--- config.mk ---
export PLATFORM = sky130hd
export DESIGN_NAME = match_mem_bank
export DESIGN_NICKNAME = d
export VERILOG_FILES = /design/src/rtl/match_mem_bank.sv
export SDC_FILE = /design/constraint.sdc
export NUM_CORES = 1
export LEC_CHECK = 0
export ABC_CLOCK_PERIOD_IN_PS = 1800
export BUFFER_PORTS_ARGS = -buffer_cell sky130_fd_sc_hd__buf_2
export CORE_AREA = 2 2 517 519
export CTS_CLUSTER_SIZE = 16
export DETAILED_ROUTE_END_ITERATION = 8
export DIE_AREA = 0 0 519 521
export PLACE_DENSITY = 0.3
export SKIP_CTS_REPAIR_TIMING = 1
export SYNTH_ARGS = -nofsm -noshare
export SYNTH_HDL_FRONTEND = slang
export SYNTH_SLANG_ARGS = --single-unit
export TNS_END_PERCENT = 20
--- constraint.sdc ---
create_clock -name i_clk -period 1.8 [get_ports i_clk]
set_input_delay 0.09 -clock i_clk [delete_from_list [all_inputs] [get_ports i_clk]]
set_output_delay 0.09 -clock i_clk [all_outputs]
set_load 0.1 [all_outputs]
--- src/rtl/match_mem_bank.sv ---
// Keypoint record storage bank: one logical port spread over point, depth and descriptor SRAM
// macros, with a registered macro interface, aligned read pipeline and self-timed zero-fill.
module match_mem_bank #(
    parameter int unsigned ADDR_W         = 9,
    parameter int unsigned DEPTH          = 512,
    parameter int unsigned POINT_W        = 20,
    parameter int unsigned DEPTH_W        = 16,
    parameter int unsigned DESC_WORDS     = 8,
    parameter int unsigned DESC_W         = 32,
    parameter int unsigned SRAM_LAT       = 1,
    parameter int unsigned CLEAR_ON_RESET = 0,
    localparam int unsigned NUM_MACRO     = DESC_WORDS + 2,
    localparam int unsigned WORD_W        = POINT_W + DEPTH_W + DESC_WORDS * DESC_W
) (
    input  logic                        i_clk,
    input  logic                        i_rst_n,
    input  logic                        i_req_valid,
    output logic                        o_req_ready,
    input  logic                        i_req_we,
    input  logic [ADDR_W-1:0]           i_req_addr,
    input  logic [WORD_W-1:0]           i_req_wdata,
    input  logic [NUM_MACRO-1:0]        i_req_wmask,
    output logic                        o_rvalid,
    output logic [WORD_W-1:0]           o_rdata,
    input  logic                        i_clear,
    output logic                        o_busy,
    output logic                        o_clear_done,
    output logic                        o_err_oor,
    output logic [NUM_MACRO-1:0]        o_sram_cen,
    output logic [NUM_MACRO-1:0]        o_sram_wen,
    output logic [NUM_MACRO*ADDR_W-1:0] o_sram_a,
    output logic [WORD_W-1:0]           o_sram_d,
    input  logic [WORD_W-1:0]           i_sram_q
);

    typedef enum logic [0:0] {StIdle, StClear} state_e;

    state_e               state_q, state_d;
    logic [ADDR_W-1:0]    cnt_q, cnt_d;
    logic                 start_q, start_d;
    logic [NUM_MACRO-1:0] cen_q, cen_d;
    logic [NUM_MACRO-1:0] wen_q, wen_d;
    logic [ADDR_W-1:0]    a_q, a_d;
    logic [WORD_W-1:0]    d_q, d_d;
    logic                 err_q, err_d;
    logic                 done_q, done_d;
    logic [SRAM_LAT:0]    pv_q, po_q;
    logic                 rvalid_q;
    logic [WORD_W-1:0]    rdata_q;
    logic                 accept, oor, rd_acc, rd_oor;

    // A pending auto-clear blocks requests so the first cycle after reset cannot race it.
    assign o_req_ready = (state_q == StIdle) && !i_clear && !start_q;
    assign accept      = i_req_valid && o_req_ready;
    assign oor         = 32'(i_req_addr) >= DEPTH;

    always_comb begin
        state_d = state_q;
        cnt_d   = cnt_q;
        start_d = start_q;
        cen_d   = '1;
        wen_d   = '1;
        a_d     = a_q;
        d_d     = d_q;
        err_d   = err_q;
        done_d  = 1'b0;
        rd_acc  = 1'b0;
        rd_oor  = 1'b0;
        unique case (state_q)
            StIdle: begin
                if (i_clear || start_q) begin
                    state_d = StClear;
                    cnt_d   = '0;
                    start_d = 1'b0;
                    err_d   = 1'b0;
                end else if (accept) begin
                    if (oor) begin
                        err_d = 1'b1;
                    end
                    if (!i_req_we) begin
                        rd_acc = 1'b1;
                        rd_oor = oor;
                    end
                    if (!oor) begin
                        a_d = i_req_addr;
                        if (i_req_we) begin
                            cen_d = ~i_req_wmask;
                            wen_d = ~i_req_wmask;
                            d_d   = i_req_wdata;
                        end else begin
                            cen_d = '0;
                        end
                    end
                end
            end
            StClear: begin
                cen_d = '0;
                wen_d = '0;
                a_d   = cnt_q;
                d_d   = '0;
                if (cnt_q == ADDR_W'(DEPTH - 1)) begin
                    state_d = StIdle;
                    done_d  = 1'b1;
                end else begin
                    cnt_d = cnt_q + ADDR_W'(1);
                end
            end
            default: state_d = StIdle;
        endcase
    end

    always_ff @(posedge i_clk or negedge i_rst_n) begin
        if (!i_rst_n) begin
            state_q  <= StIdle;
            cnt_q    <= '0;
            start_q  <= (CLEAR_ON_RESET != 0);
            cen_q    <= '1;
            wen_q    <= '1;
            a_q      <= '0;
            d_q      <= '0;
            err_q    <= 1'b0;
            done_q   <= 1'b0;
            pv_q     <= '0;
            po_q     <= '0;
            rvalid_q <= 1'b0;
            rdata_q  <= '0;
        end else begin
            state_q <= state_d;
            cnt_q   <= cnt_d;
            start_q <= start_d;
            cen_q   <= cen_d;
            wen_q   <= wen_d;
            a_q     <= a_d;
            d_q     <= d_d;
            err_q   <= err_d;
            done_q  <= done_d;
            // Stage SRAM_LAT lines up with Q of the read issued at the accept edge.
            pv_q[0] <= rd_acc;
            po_q[0] <= rd_oor;
            for (int i = 1; i <= SRAM_LAT; i++) begin
                pv_q[i] <= pv_q[i-1];
                po_q[i] <= po_q[i-1];
            end
            rvalid_q <= pv_q[SRAM_LAT];
            if (pv_q[SRAM_LAT]) begin
                rdata_q <= po_q[SRAM_LAT] ? '0 : i_sram_q;
            end
        end
    end

    assign o_busy       = (state_q == StClear);
    assign o_clear_done = done_q;
    assign o_err_oor    = err_q;
    assign o_sram_cen   = cen_q;
    assign o_sram_wen   = wen_q;
    assign o_sram_a     = {NUM_MACRO{a_q}};
    assign o_sram_d     = d_q;
    assign o_rvalid     = rvalid_q;
    assign o_rdata      = rdata_q;

endmodule
Word level (Yosys, flattened, before mapping)

Cells that the tools add are included.

$add $sub $neg: 1
Magnitude comparators: 0
$mul: 0
Bitwise logic cells: 2
Divide/modulo/power cells: 0
Muxes and demuxes: 27
Reduce and logical (&&, ||, !) cells: 6
Equal/unequal tests: 6
Shift operators: 0

Operator list:

| kind                  | number |
|---|---|
| $mux W292             | 3 |
| $pmux W292 S2         | 1 |
| $mux W10              | 6 |
| $pmux W10 S2          | 2 |
| $mux W9               | 4 |
| $pmux W9 S2           | 2 |
| $not A10 Y10          | 1 |
| $add A9 B1 Y9 const B | 1 |
| $eq A9 B9 Y1 const B  | 1 |
| $mux W1               | 8 |
| $ne A2 B2 Y1 const B  | 4 |
| $reduce_and A2 Y1     | 2 |
| $reduce_and A3 Y1     | 1 |
| $logic_and A1 B1 Y1   | 2 |
| $ne A2 B1 Y1 const B  | 1 |
| $pmux W1 S2           | 1 |
| $logic_not A1 Y1      | 1 |
| $not A1 Y1            | 1 |

Bits in read-only memories: 0
Latch bits: 0
Memory bits (writable): 0
Bits of input ports: 608
Memories kept: 0
Register bits after elaboration: 627

Logic depth before layout (Yosys ltp)

Gate-level depths: netlist (run 1).

Word-level depth: 6
Gate-level depth with buffers: 8

Worst setup path before layout (run 1)

OpenSTA, ideal clock, no wires.

Path kind: flip-flop to flip-flop
From: reg state_q (netlist: o_busy)
To: reg cnt_q[6]
Slack: -0.373 ns
Path buffers: 1
Library setup time: 0.079 ns
Stages on the path, launching flop included: 5
Required time: 1.721 ns
Data arrival time: 2.094 ns
Path through: dfrtp_1 -> nor2_1 -> buf_2 -> nor4_1 -> mux2i_1

Word-level cells in the longest chain between the ends: 3
Elaborated cells on any way between the ends: 5
Those cells by class: eq/ne (2); mux (1); bitwise (1); reduce/logical (1)

RTL lines:

| what                        | RTL line | source |
|---|---|---|
| from (decl)                 | 38       | `state_e state_q, state_d;` |
| from (signal assigned)      | 114      | `state_q <= StIdle;` |
| from (signal assigned)      | 128      | `state_q <= state_d;` |
| $not A1 Y1                  | -        |  |
| $ne A2 B1 Y1 (no line)      | -        |  |
| $reduce_and A2 Y1 (no line) | -        |  |
| to (signal assigned)        | 129      | `cnt_q <= cnt_d;` |
| to (decl)                   | 39       | `logic [ADDR_W-1:0] cnt_q, cnt_d;` |

Several ways; a longest one is shown, not always the timed one.
A chain may end at the register's enable or synchronous reset.

Worst setup path after layout (run 1)

From: reg a_q[8]
To: out o_sram_a[8]

RTL lines:

| what                   | RTL line | source |
|---|---|---|
| from (decl)            | 43       | `logic [ADDR_W-1:0] a_q, a_d;` |
| from (signal assigned) | 119      | `a_q <= '0;` |
| from (signal assigned) | 133      | `a_q <= a_d;` |
| to (decl)              | 31       | `output logic [NUM_MACRO*ADDR_W-1:0] o_sram_a,` |

No word-level cell between the ends.

==> results of run 1 <==
-- placed cells by master, fill, tap and decap left out, drive strengths merged, types with 8 or more instances in the layout --
cell type       n
buf          1375
diode          38
clkinv         22
dfstp          20
mux2i          12
dlygate4sd3   608
dfrtp         607
mux2          293
o21ai          23
nand2b          8
clkbuf        187
a21oi         305
nand2         600
-- power groups by stage --
stage / clock network [mW] / logic [mW] / registers [mW]
finish: 18.6 / 16.6 / 15.0
global route: 20.0 / 17.2 / 15.1
CTS: 19.5 / 15.2 / 15.1
detailed placement: 0 / 15.2 / 15.3
global placement: 0 / 15.3 / 15.3
floorplan: 0 / 7.14 / 18.7
-- tightest hold or removal path, delay by kind of cell --
kind | cells | cell delay [ns]
buffers and inverters | 3 | 1.07
-- area by class of cell --
class                   count  area [um^2]  share of cell area
clock buffers             123         2530              0.0548
diodes                     38         95.1             0.00206
well taps                3533         4420              0.0959
flip-flops and latches    627        15700               0.341
inverters                   2         7.51            0.000163
clock inverters            39          522              0.0113
repair buffers           2047        15200               0.330
multi-input cells        1266         7580               0.164
-- cells by family (layout without fill, tap and decap cells) --
group           Yosys count  in the layout  synth area share
buf+inv                 223           2211            0.0554
other cells               1             39          0.000152
mux                     305            305             0.139
fa+ha+maj                 2              2           0.00102
compound gates          332            332            0.0679
flops                   627            627             0.638
simple gates            626            626            0.0981
-- flip-flops by register name, summed over array words and instances, names as in the netlist, 2 cells and up --
| signal | flops |
|---|---|
| a_q | 9 |
| cnt_q | 9 |
| o_rdata | 292 |
| o_sram_cen | 10 |
| o_sram_d | 292 |
| o_sram_wen | 10 |
| pv_q | 2 |
-- per-layer routing --
| layer | part of all wire | GRT usage |
|---|---|---|
| met5 | 0.00088 | 0 |
| met4 | 0.028 | 0.0309 |
| met3 | 0.10 | 0.0599 |
| met2 | 0.47 | 0.191 |
| met1 | 0.40 | 0.125 |
-- through the flow --
step	instance area [um^2]	setup TNS, ns
after global routing	46100	-1.28
after CTS	39500	-18.91
final	46100	-0.0545
after floorplan	24600	0
after detailed placement	36400	0
after global placement	36400	-0.0398
-- worst max-delay path by stage --
stage,slack [ns],end,cells after the start,from
floorplan,0.03,cnt_q[6]$_DFFE_PN0P_,4,o_busy$_DFF_PN0_
global placement,-0.04,cnt_q[3]$_DFFE_PN0P_,7,cnt_q[1]$_DFFE_PN0P_
detailed placement,0.01,cnt_q[6]$_DFFE_PN0P_,8,cnt_q[1]$_DFFE_PN0P_
CTS,-0.52,o_req_ready,3,o_busy$_DFF_PN0_
global route,-0.13,o_sram_a[44],2,a_q[8]$_DFFE_PN0P_
finish,-0.009,o_sram_a[8],2,a_q[8]$_DFFE_PN0P_
==> out/results.txt, run 1 <==
final hold vios = 0
crit-path leading delay family = buffers and inverters
count of different cell masters after synthesis = 30
via/cell ratio = 3.10
CP Launch Type = flip-flop
failing checks = setup timing
IO buf count = 1305
f_max = 0.553 GHz
Post-Layout Cell Count = 7675
Leak = 21.8 nW
Die ar. = 0.270 mm^2
drt pass-1 iters = 5
FF-to-FF End = cnt_q[3]$_DFFE_PN0P_
final setup fails = 9
Critical Path End Type = primary output
Synth area leader = dfrtp_1
most frequent cell after synthesis = dfrtp_1
Setup WS post-layout = -0.00927 ns
Pwr Density = 1090 mW/mm^2
commonest cells in the netlist = dfrtp_1, nand2_1, a21oi_1, mux2_2, buf_4
Post-route DRC = 0
Critical Path, Cell by Cell = buf_4 > buf_2
period utilization = 1.01
Vert. Die Dim = 521 um
Final Skew = 0.0505 ns
worst setup path class = reg -> out
vias in the first global route = 23.0k
Clock Path Buffers = 3
TritonCTS Buffers = 90
Synthesized Nets = 2726
Area Overhead vs Synth = 87.3%
Gate power share = 0.331
fin. max-slew vios = 0
filler instances = 29.8k
ys flop type = dfrtp_1
Cells after DPL = 6864
Initial Util = 0.0931
global placement routability congestion = 0.846
clk sinks = 627
worst-margin pin slew = 0.667 ns
crit path DAT = 1.72 ns
FP Rows = 189
sequential share of power = 0.299
Starting DRT DRC Count = 1100
Final Core Density = 0.174
top cells by area, synth = dfrtp_1, mux2_2, nand2_1, a21oi_1, buf_4
CTS clk-pin slew, worst paths = 0.06 ns
Clk pwr share = 0.370
Antenna Nets Post-Route = 0
Slew HR = 0.558
Mean Syn Cell Area = 11.6 um^2
largest net degree at the start of global routing = 72
FF-to-FF setup slack = 0.06 ns
clk_lat worst skew = 0.74 ns
Sw Share = 0.396
synthesis-stage register bit count = 627
sequential-to-total area share from yosys stat = 0.638
first-pass GRT wire length = 212000 um
CTS HTree Levels = 3
Avg WL per Cell = 21.1 um
pre-CTS setup slack = 0.0119 ns
Total GRT Usage = 0.114
Worst EP required = 1.71 ns
number of enable flip-flop cells after synthesis = 0
synth warn = 0
RSZ-0062 raised after global routing = true
CP max-delay cell = buf_2
GRT Residual Overflow = 0
hold crit path type = in -> async
Worst R2R Path Depth = 7
worst hold slack = 0.101 ns
CTS tree = built
Root Buffer = clkbuf_16
Core ar. = 0.264 mm^2
worst-case vdd ir drop = 1.03 mV
R2R Path Start = cnt_q[1]$_DFFE_PN0P_
Die Span X = 519 um
P_sw = 19.9 mW
post-DP HPWL = 133000 um
status = finished, violations left
top-level port count = 1307
DR vias = 23.8k
final wirelength = 162000 um
Internal = 30.3 mW
Syn Std Cell Area = 0.0246 mm^2
layout cells sized above 1 = 0.465
Max Cap Viol = 0
Cells after Synth = 2116
CP bufs+invs = 2
post-layout min period = 1.81 ns
Nets = 4644
post-route total power = 50.2 mW
Critical Path Max Stage Delay = 0.47 ns
Post-synth ARST share = 1.00
post-synth top area share = 0.617
initial antenna violation count = 63
crit-path max FO = 11
Power figures use the tool's default switching activity.
==> inputs of run 2 (changes only) <==
Settings changed: ABC_CLOCK_PERIOD_IN_PS 1800 to 1900, CORE_AREA 2 2 517 519 to 2 2 508 510, DIE_AREA 0 0 519 521 to 0 0 510 512.
Clock period 1.8 ns to 1.9 ns, I/O delays scaled along.
==> run 2 against run 1 <==
  * The flow still finishes with violations (setup timing)
  * Sequential cell count unchanged
  * Total power decreased by 8.6%
  * Setup slack lost 0.095 ns
  * Largest cell class unchanged
  * Highest routed layer unchanged
==> out/results.txt, run 2 (same netlist as run 1, synthesis figures left out) <==
Critical Path End Type = primary output (unchanged)
Critical Path Max Stage Delay = 0.65 ns (was 0.47 ns)
Sw Share = 0.400 (was 0.396)
Vert. Die Dim = 512 um (was 521 um)
Slew HR = 0.464 (was 0.558)
Clock Path Buffers = 3 (unchanged)
Leak = 21.6 nW (was 21.8 nW)
Nets = 4630 (was 4644)
DR vias = 23.8k (about the same)
Clk pwr share = 0.392 (was 0.370)
worst-margin pin slew = 0.809 ns (was 0.667 ns)
period utilization = 1.06
Total GRT Usage = 0.117 (was 0.114)
post-route total power = 45.9 mW (was 50.2 mW)
crit-path leading delay family = flip-flops (was buffers and inverters)
crit-path max FO = 11 (unchanged)
Avg WL per Cell = 21.6 um (was 21.1 um)
Hold Path End = o_sram_d[120]$_DFFE_PN0P_
global placement routability congestion = 0.794 (was 0.846)
fin. max-slew vios = 0 (unchanged)
Area Overhead vs Synth = 83.0% (was 87.3%)
initial antenna violation count = 83 (was 63)
Cells after DPL = 6702 (was 6864)
Gate power share = 0.293 (was 0.331)
post-route cell area = 0.0450 mm^2 (was 0.0461 mm^2)
Core ar. = 0.256 mm^2 (was 0.264 mm^2)
clk_lat worst skew = 0.71 ns (was 0.74 ns)
Starting DRT DRC Count = 942 (was 1100)
crit path DAT = 1.91 ns (was 1.72 ns)
CP Launch Type = flip-flop (unchanged)
Pwr Density = 1020 mW/mm^2 (was 1090 mW/mm^2)
clk sinks = 627 (unchanged)
worst setup path class = reg -> out (unchanged)
drt pass-1 iters = 4 (was 5)
first-pass GRT wire length = 208000 um (was 212000 um)
Antenna Nets Post-Route = 0 (unchanged)
Die Span X = 510 um (was 519 um)
Post-route DRC = 0 (unchanged)
GRT Residual Overflow = 0 (unchanged)
Final Core Density = 0.176 (was 0.174)
post-layout min period = 2.00 ns
RSZ-0062 raised after global routing = true (unchanged)
final wirelength = 162000 um (about the same)
Die ar. = 0.261 mm^2 (was 0.270 mm^2)
final setup fails = 14 (was 9)
f_max = 0.499 GHz
Root Buffer = clkbuf_16 (unchanged)
placed inst area = 0.0354 mm^2 (was 0.0364 mm^2)
Setup WS post-layout = -0.105 ns (was -0.00927 ns)
FP Rows = 186 (was 189)
CP bufs+invs = 1 (was 2)
Worst R2R Path Depth = 8 (was 7)
top-level port count = 1307 (unchanged)
hold crit path type = in -> reg (was in -> async)
IO buf count = 1305 (unchanged)
Critical Path, Cell by Cell = buf_2 (was buf_4 > buf_2)
CP max-delay cell = dfrtp_1 (was buf_2)
Worst EP required = 1.80 ns (was 1.71 ns)
FF-to-FF setup slack = 0.06 ns (about the same)
status = finished, violations left (unchanged)
Internal = 27.5 mW (was 30.3 mW)
Max Cap Viol = 0 (unchanged)
failing checks = setup timing (unchanged)
Initial Util = 0.0962 (was 0.0931)
WHS Path Cells = 5
CTS tree = built (unchanged)
final hold vios = 0 (unchanged)
Final Skew = 0.0343 ns (was 0.0505 ns)
most common cell after layout, fill and taps aside = buf_2 (unchanged)
filler instances = 28.7k (was 29.8k)
sequential share of power = 0.315 (was 0.299)
worst-case vdd ir drop = 1.51 mV (was 1.03 mV)
R2R Path Start = cnt_q[0]$_DFFE_PN0P_ (was cnt_q[1]$_DFFE_PN0P_)
FF-to-FF End = cnt_q[7]$_DFFE_PN0P_ (was cnt_q[3]$_DFFE_PN0P_)
Worst Hold Launch = i_req_we
TritonCTS Buffers = 90 (unchanged)
P_sw = 18.4 mW (was 19.9 mW)
Post-Layout Cell Count = 7521 (was 7675)
vias in the first global route = 22.7k (was 23.0k)
most frequent cells in the layout = buf_2, dlygate4sd3_1, dfrtp_1 (unchanged)
CTS clk-pin slew, worst paths = 0.06 ns (about the same)
post-DP HPWL = 132000 um (was 133000 um)
layout cells sized above 1 = 0.465 (about the same)
CTS HTree Levels = 3 (unchanged)
largest net degree at the start of global routing = 82 (was 72)
via/cell ratio = 3.16 (was 3.10)
run 2: metal layers:
layer	share of wire	vias up	global-route usage
li1	-	10837	-
met1	0.38	11579	0.119
met2	0.47	1071	0.193
met3	0.11	269	0.0668
met4	0.044	34	0.0564
met5	0.0013	-	0
run 2: worst register-to-register path, delay by kind of cell (launching register included):
family	cells	cell delay (ns)
and+or+nand+nor	4	0.59
DFF	1	0.41
adders and majority gates	2	0.39
muxes	1	0.22
buffers and inverters	1	0.15
run 2: power by group through the flow:
stage / registers (mW) / logic (mW) / clock network [mW]
final: 14.4 / 13.4 / 18.0
after detailed placement: 14.7 / 12.0 / 0
after floorplan: 17.7 / 6.76 / 0
after global routing: 14.5 / 13.9 / 19.4
after global placement: 14.6 / 12.1 / 0
after CTS: 14.4 / 12.1 / 18.9
run 2: through the flow:
stage	hold WS, ns	worst slack [ns]	TNS (ns)
global route	0.0853	-0.151	-4.14
finish	0.141	-0.105	-1.09
detailed placement	0.165	0.00463	0
floorplan	-0.201	0.0367	0
global placement	0.169	-0.0790	-0.224
CTS	-0.678	-0.317	-17.90
run 2: area by class of cell:
type                    instances  area (um^2)  share of cell area
clock buffers                 128         2640              0.0586
diodes                         42          105             0.00233
inverters                       2         7.51            0.000167
multi-input cells            1266         7590               0.169
repair buffers               2033        14200               0.316
well taps                    3384         4230              0.0940
clock inverters                39          498              0.0111
flip-flops and latches        627        15700               0.349
run 2: worst max path at each step:
stage	from	to	slack [ns]	cells past startpoint
after floorplan	cnt_q[0]$_DFFE_PN0P_	cnt_q[4]$_DFFE_PN0P_	0.04	8
after global placement	cnt_q[0]$_DFFE_PN0P_	cnt_q[7]$_DFFE_PN0P_	-0.08	8
after detailed placement	cnt_q[0]$_DFFE_PN0P_	cnt_q[7]$_DFFE_PN0P_	0.005	8
final	a_q[0]$_DFFE_PN0P_	o_sram_a[72]	-0.10	1
after CTS	a_q[4]$_DFFE_PN0P_	o_sram_a[49]	-0.32	1
after global routing	a_q[0]$_DFFE_PN0P_	o_sram_a[9]	-0.15	1
==> inputs of run 3 (changes only) <==
Settings changed: SKIP_CTS_REPAIR_TIMING 1 to unset, SLEW_MARGIN set to 30.
==> run 3 against run 2 <==
  * Clock skew decreased by 0.0029 ns
  * Sequential cell count unchanged
  * Count of clock-buffer cells in the layout unchanged
  * Cell count about the same
  * Register-to-register slack about the same
  * First-iteration DRC count increased by 11%
  * Highest routed layer unchanged
  * The run now ends clean
  * Sequential power about the same
  * Non-clock buffer count increased by 1
==> out/results.txt, run 3 (same netlist as run 1, synthesis figures left out) <==
filler instances = 28.7k (about the same)
final setup TNS = 0 ns (was -1.09 ns)
Worst Hold Launch = i_sram_q[47] (was i_req_we)
Area Overhead vs Synth = 83.2% (was 83.0%)
crit-path max FO = 6 (was 11)
most common cell after layout, fill and taps aside = buf_2 (unchanged)
drt pass-1 iters = 5 (was 4)
Critical Path, Cell by Cell = ha_4 > nand3_1 > nor2_1 > ha_2 > and2_4 > or4_1 > a21oi_2 (was buf_2)
CTS clk-pin slew, worst paths = 0.06 ns (about the same)
Critical Path Max Stage Delay = 0.50 ns (was 0.65 ns)
RSZ-0062 raised after global routing = true (unchanged)
placed inst area = 0.0354 mm^2 (unchanged)
CP max-delay cell = or4_1 (was dfrtp_1)
IO buf count = 1305 (unchanged)
Nets = 4631 (was 4630)
FF-to-FF End = cnt_q[4]$_DFFE_PN0P_ (was cnt_q[7]$_DFFE_PN0P_)
Initial Util = 0.0962 (unchanged)
Die Span X = 510 um (unchanged)
worst-margin pin slew = 0.711 ns (was 0.809 ns)
CTS HTree Levels = 3 (unchanged)
Leak = 21.6 nW (about the same)
clk_lat worst skew = 0.71 ns (about the same)
R2R Path Start = cnt_q[0]$_DFFE_PN0P_ (unchanged)
post-route total power = 46.0 mW (was 45.9 mW)
worst-case vdd ir drop = 1.42 mV (was 1.51 mV)
post-DP HPWL = 132000 um (unchanged)
Hold Path End = o_rdata[47]$_DFFE_PN0P_ (was o_sram_d[120]$_DFFE_PN0P_)
Die ar. = 0.261 mm^2 (unchanged)
Total GRT Usage = 0.119 (was 0.117)
worst setup path class = reg -> reg (was reg -> out)
initial antenna violation count = 75 (was 83)
FF-to-FF setup slack = 0.07 ns (was 0.06 ns)
Final Skew = 0.0314 ns (was 0.0343 ns)
f_max = 0.547 GHz (was 0.499 GHz)
period utilization = 0.963 (was 1.06)
Worst R2R Path Depth = 7 (was 8)
most frequent cells in the layout = buf_2, dlygate4sd3_1, nand2_1 (was buf_2, dlygate4sd3_1, dfrtp_1)
largest net degree at the start of global routing = 82 (unchanged)
Worst EP required = 2.54 ns (was 1.80 ns)
Internal = 27.6 mW (was 27.5 mW)
Slew HR = 0.524 (was 0.464)
hold crit path type = in -> reg (unchanged)
status = finished clean (was finished, violations left)
GRT Residual Overflow = 0 (unchanged)
final hold vios = 0 (unchanged)
CP Launch Type = flip-flop (unchanged)
post-layout min period = 1.83 ns (was 2.00 ns)
layout cells sized above 1 = 0.465 (about the same)
DR vias = 23.8k (about the same)
WHS Path Cells = 3 (was 5)
crit path DAT = 2.47 ns (was 1.91 ns)
Post-route DRC = 0 (unchanged)
final setup fails = 0 (was 14)
Vert. Die Dim = 512 um (unchanged)
Pwr Density = 1020 mW/mm^2 (about the same)
Gate power share = 0.294 (was 0.293)
vias in the first global route = 25.6k (was 22.7k)
sequential share of power = 0.314 (was 0.315)
worst hold slack = 0.136 ns (was 0.141 ns)
clk sinks = 627 (unchanged)
Clk pwr share = 0.392 (about the same)
Clock Path Buffers = 3 (unchanged)
Starting DRT DRC Count = 1044 (was 942)
Max Cap Viol = 0 (unchanged)
CTS tree = built (unchanged)
Sw Share = 0.399 (was 0.400)
global placement routability congestion = 0.794 (unchanged)
first-pass GRT wire length = 216000 um (was 208000 um)
via/cell ratio = 3.17 (was 3.16)
top-level port count = 1307 (unchanged)
TritonCTS Buffers = 90 (unchanged)
fin. max-slew vios = 0 (unchanged)
final wirelength = 162000 um (about the same)
Antenna Nets Post-Route = 0 (unchanged)
Avg WL per Cell = 21.6 um (about the same)
Critical Path End Type = flip-flop (was primary output)
Root Buffer = clkbuf_16 (unchanged)
post-route cell area = 0.0451 mm^2 (was 0.0450 mm^2)
FP Rows = 186 (unchanged)
Core ar. = 0.256 mm^2 (unchanged)
P_sw = 18.4 mW (about the same)
==> run 3: timing repair <==
action | in CTS | in global routing
hold buffers | 609 | 0
endpoints found under the hold margin | 1123 | 0
pin swaps | 0 | 2
setup buffers | 2 | 0
endpoints found under the setup margin | 115 | 29
gates resized for setup | 103 | 28
==> run 3: worst max-delay path by stage <==
| stage | from | end | depth (start not counted) |
|---|---|---|---|
| after floorplan | cnt_q[0]$_DFFE_PN0P_ | cnt_q[4]$_DFFE_PN0P_ | 8 |
| after global placement | cnt_q[0]$_DFFE_PN0P_ | cnt_q[7]$_DFFE_PN0P_ | 8 |
| after detailed placement | cnt_q[0]$_DFFE_PN0P_ | cnt_q[7]$_DFFE_PN0P_ | 8 |
| after CTS | a_q[0]$_DFFE_PN0P_ | o_sram_a[0] | 1 |
| after global routing | o_busy$_DFF_PN0_ | o_req_ready | 3 |
| final | cnt_q[0]$_DFFE_PN0P_ | cnt_q[4]$_DFFE_PN0P_ | 7 |
==> run 3: per-stage QoR <==
stage          utilization  worst slack [ns]  instances
2_1_floorplan            -            0.0367       2116
3_3_place_gp         0.138           -0.0790       6702
3_5_place_dp         0.138           0.00463       6702
4_1_cts              0.176            -0.135       7480
5_1_grt              0.176           -0.0264       7508
6_report             0.176            0.0705       7514
==> run 3: routing by layer <==
metal	up-vias	global-route usage	wire length [um]	part of all wire
met5	-	0	207	0.0013
met4	30	0.0524	6860	0.042
met3	244	0.0554	17600	0.11
met2	1073	0.200	76600	0.47
met1	11622	0.128	61100	0.38
li1	10832	-	-	-
==> run 3: layout make-up <==
class | count | area, um^2 | area share
Antenna cell | 34 | 85.1 | 0.00189
Clock buffer | 128 | 2640 | 0.0585
Clock inverter | 39 | 498 | 0.0110
Inverter | 2 | 7.51 | 0.000166
Multi-Input combinational cell | 1266 | 7590 | 0.168
Sequential cell | 627 | 15700 | 0.349
Tap cell | 3384 | 4230 | 0.0939
Timing Repair Buffer | 2034 | 14300 | 0.317
==> run 3: power by group through the flow <==
stage | sequential (mW) | combinational [mW] | clock [mW]
after detailed placement | 14.7 | 12.0 | 0
final | 14.5 | 13.5 | 18.0
after global routing | 14.6 | 14.0 | 19.4
after CTS | 14.5 | 13.6 | 18.9
after floorplan | 17.7 | 6.76 | 0
after global placement | 14.6 | 12.1 | 0
==> run 3: critical path: cells and delay by family, from the launching register on <==
family / cells / cell delay, ns
AO/OA/AOI/OAI: 1 / 0.16
adder cells (fa/ha/maj): 2 / 0.37
flip-flops: 1 / 0.41
AND/OR/NAND/NOR: 4 / 0.82
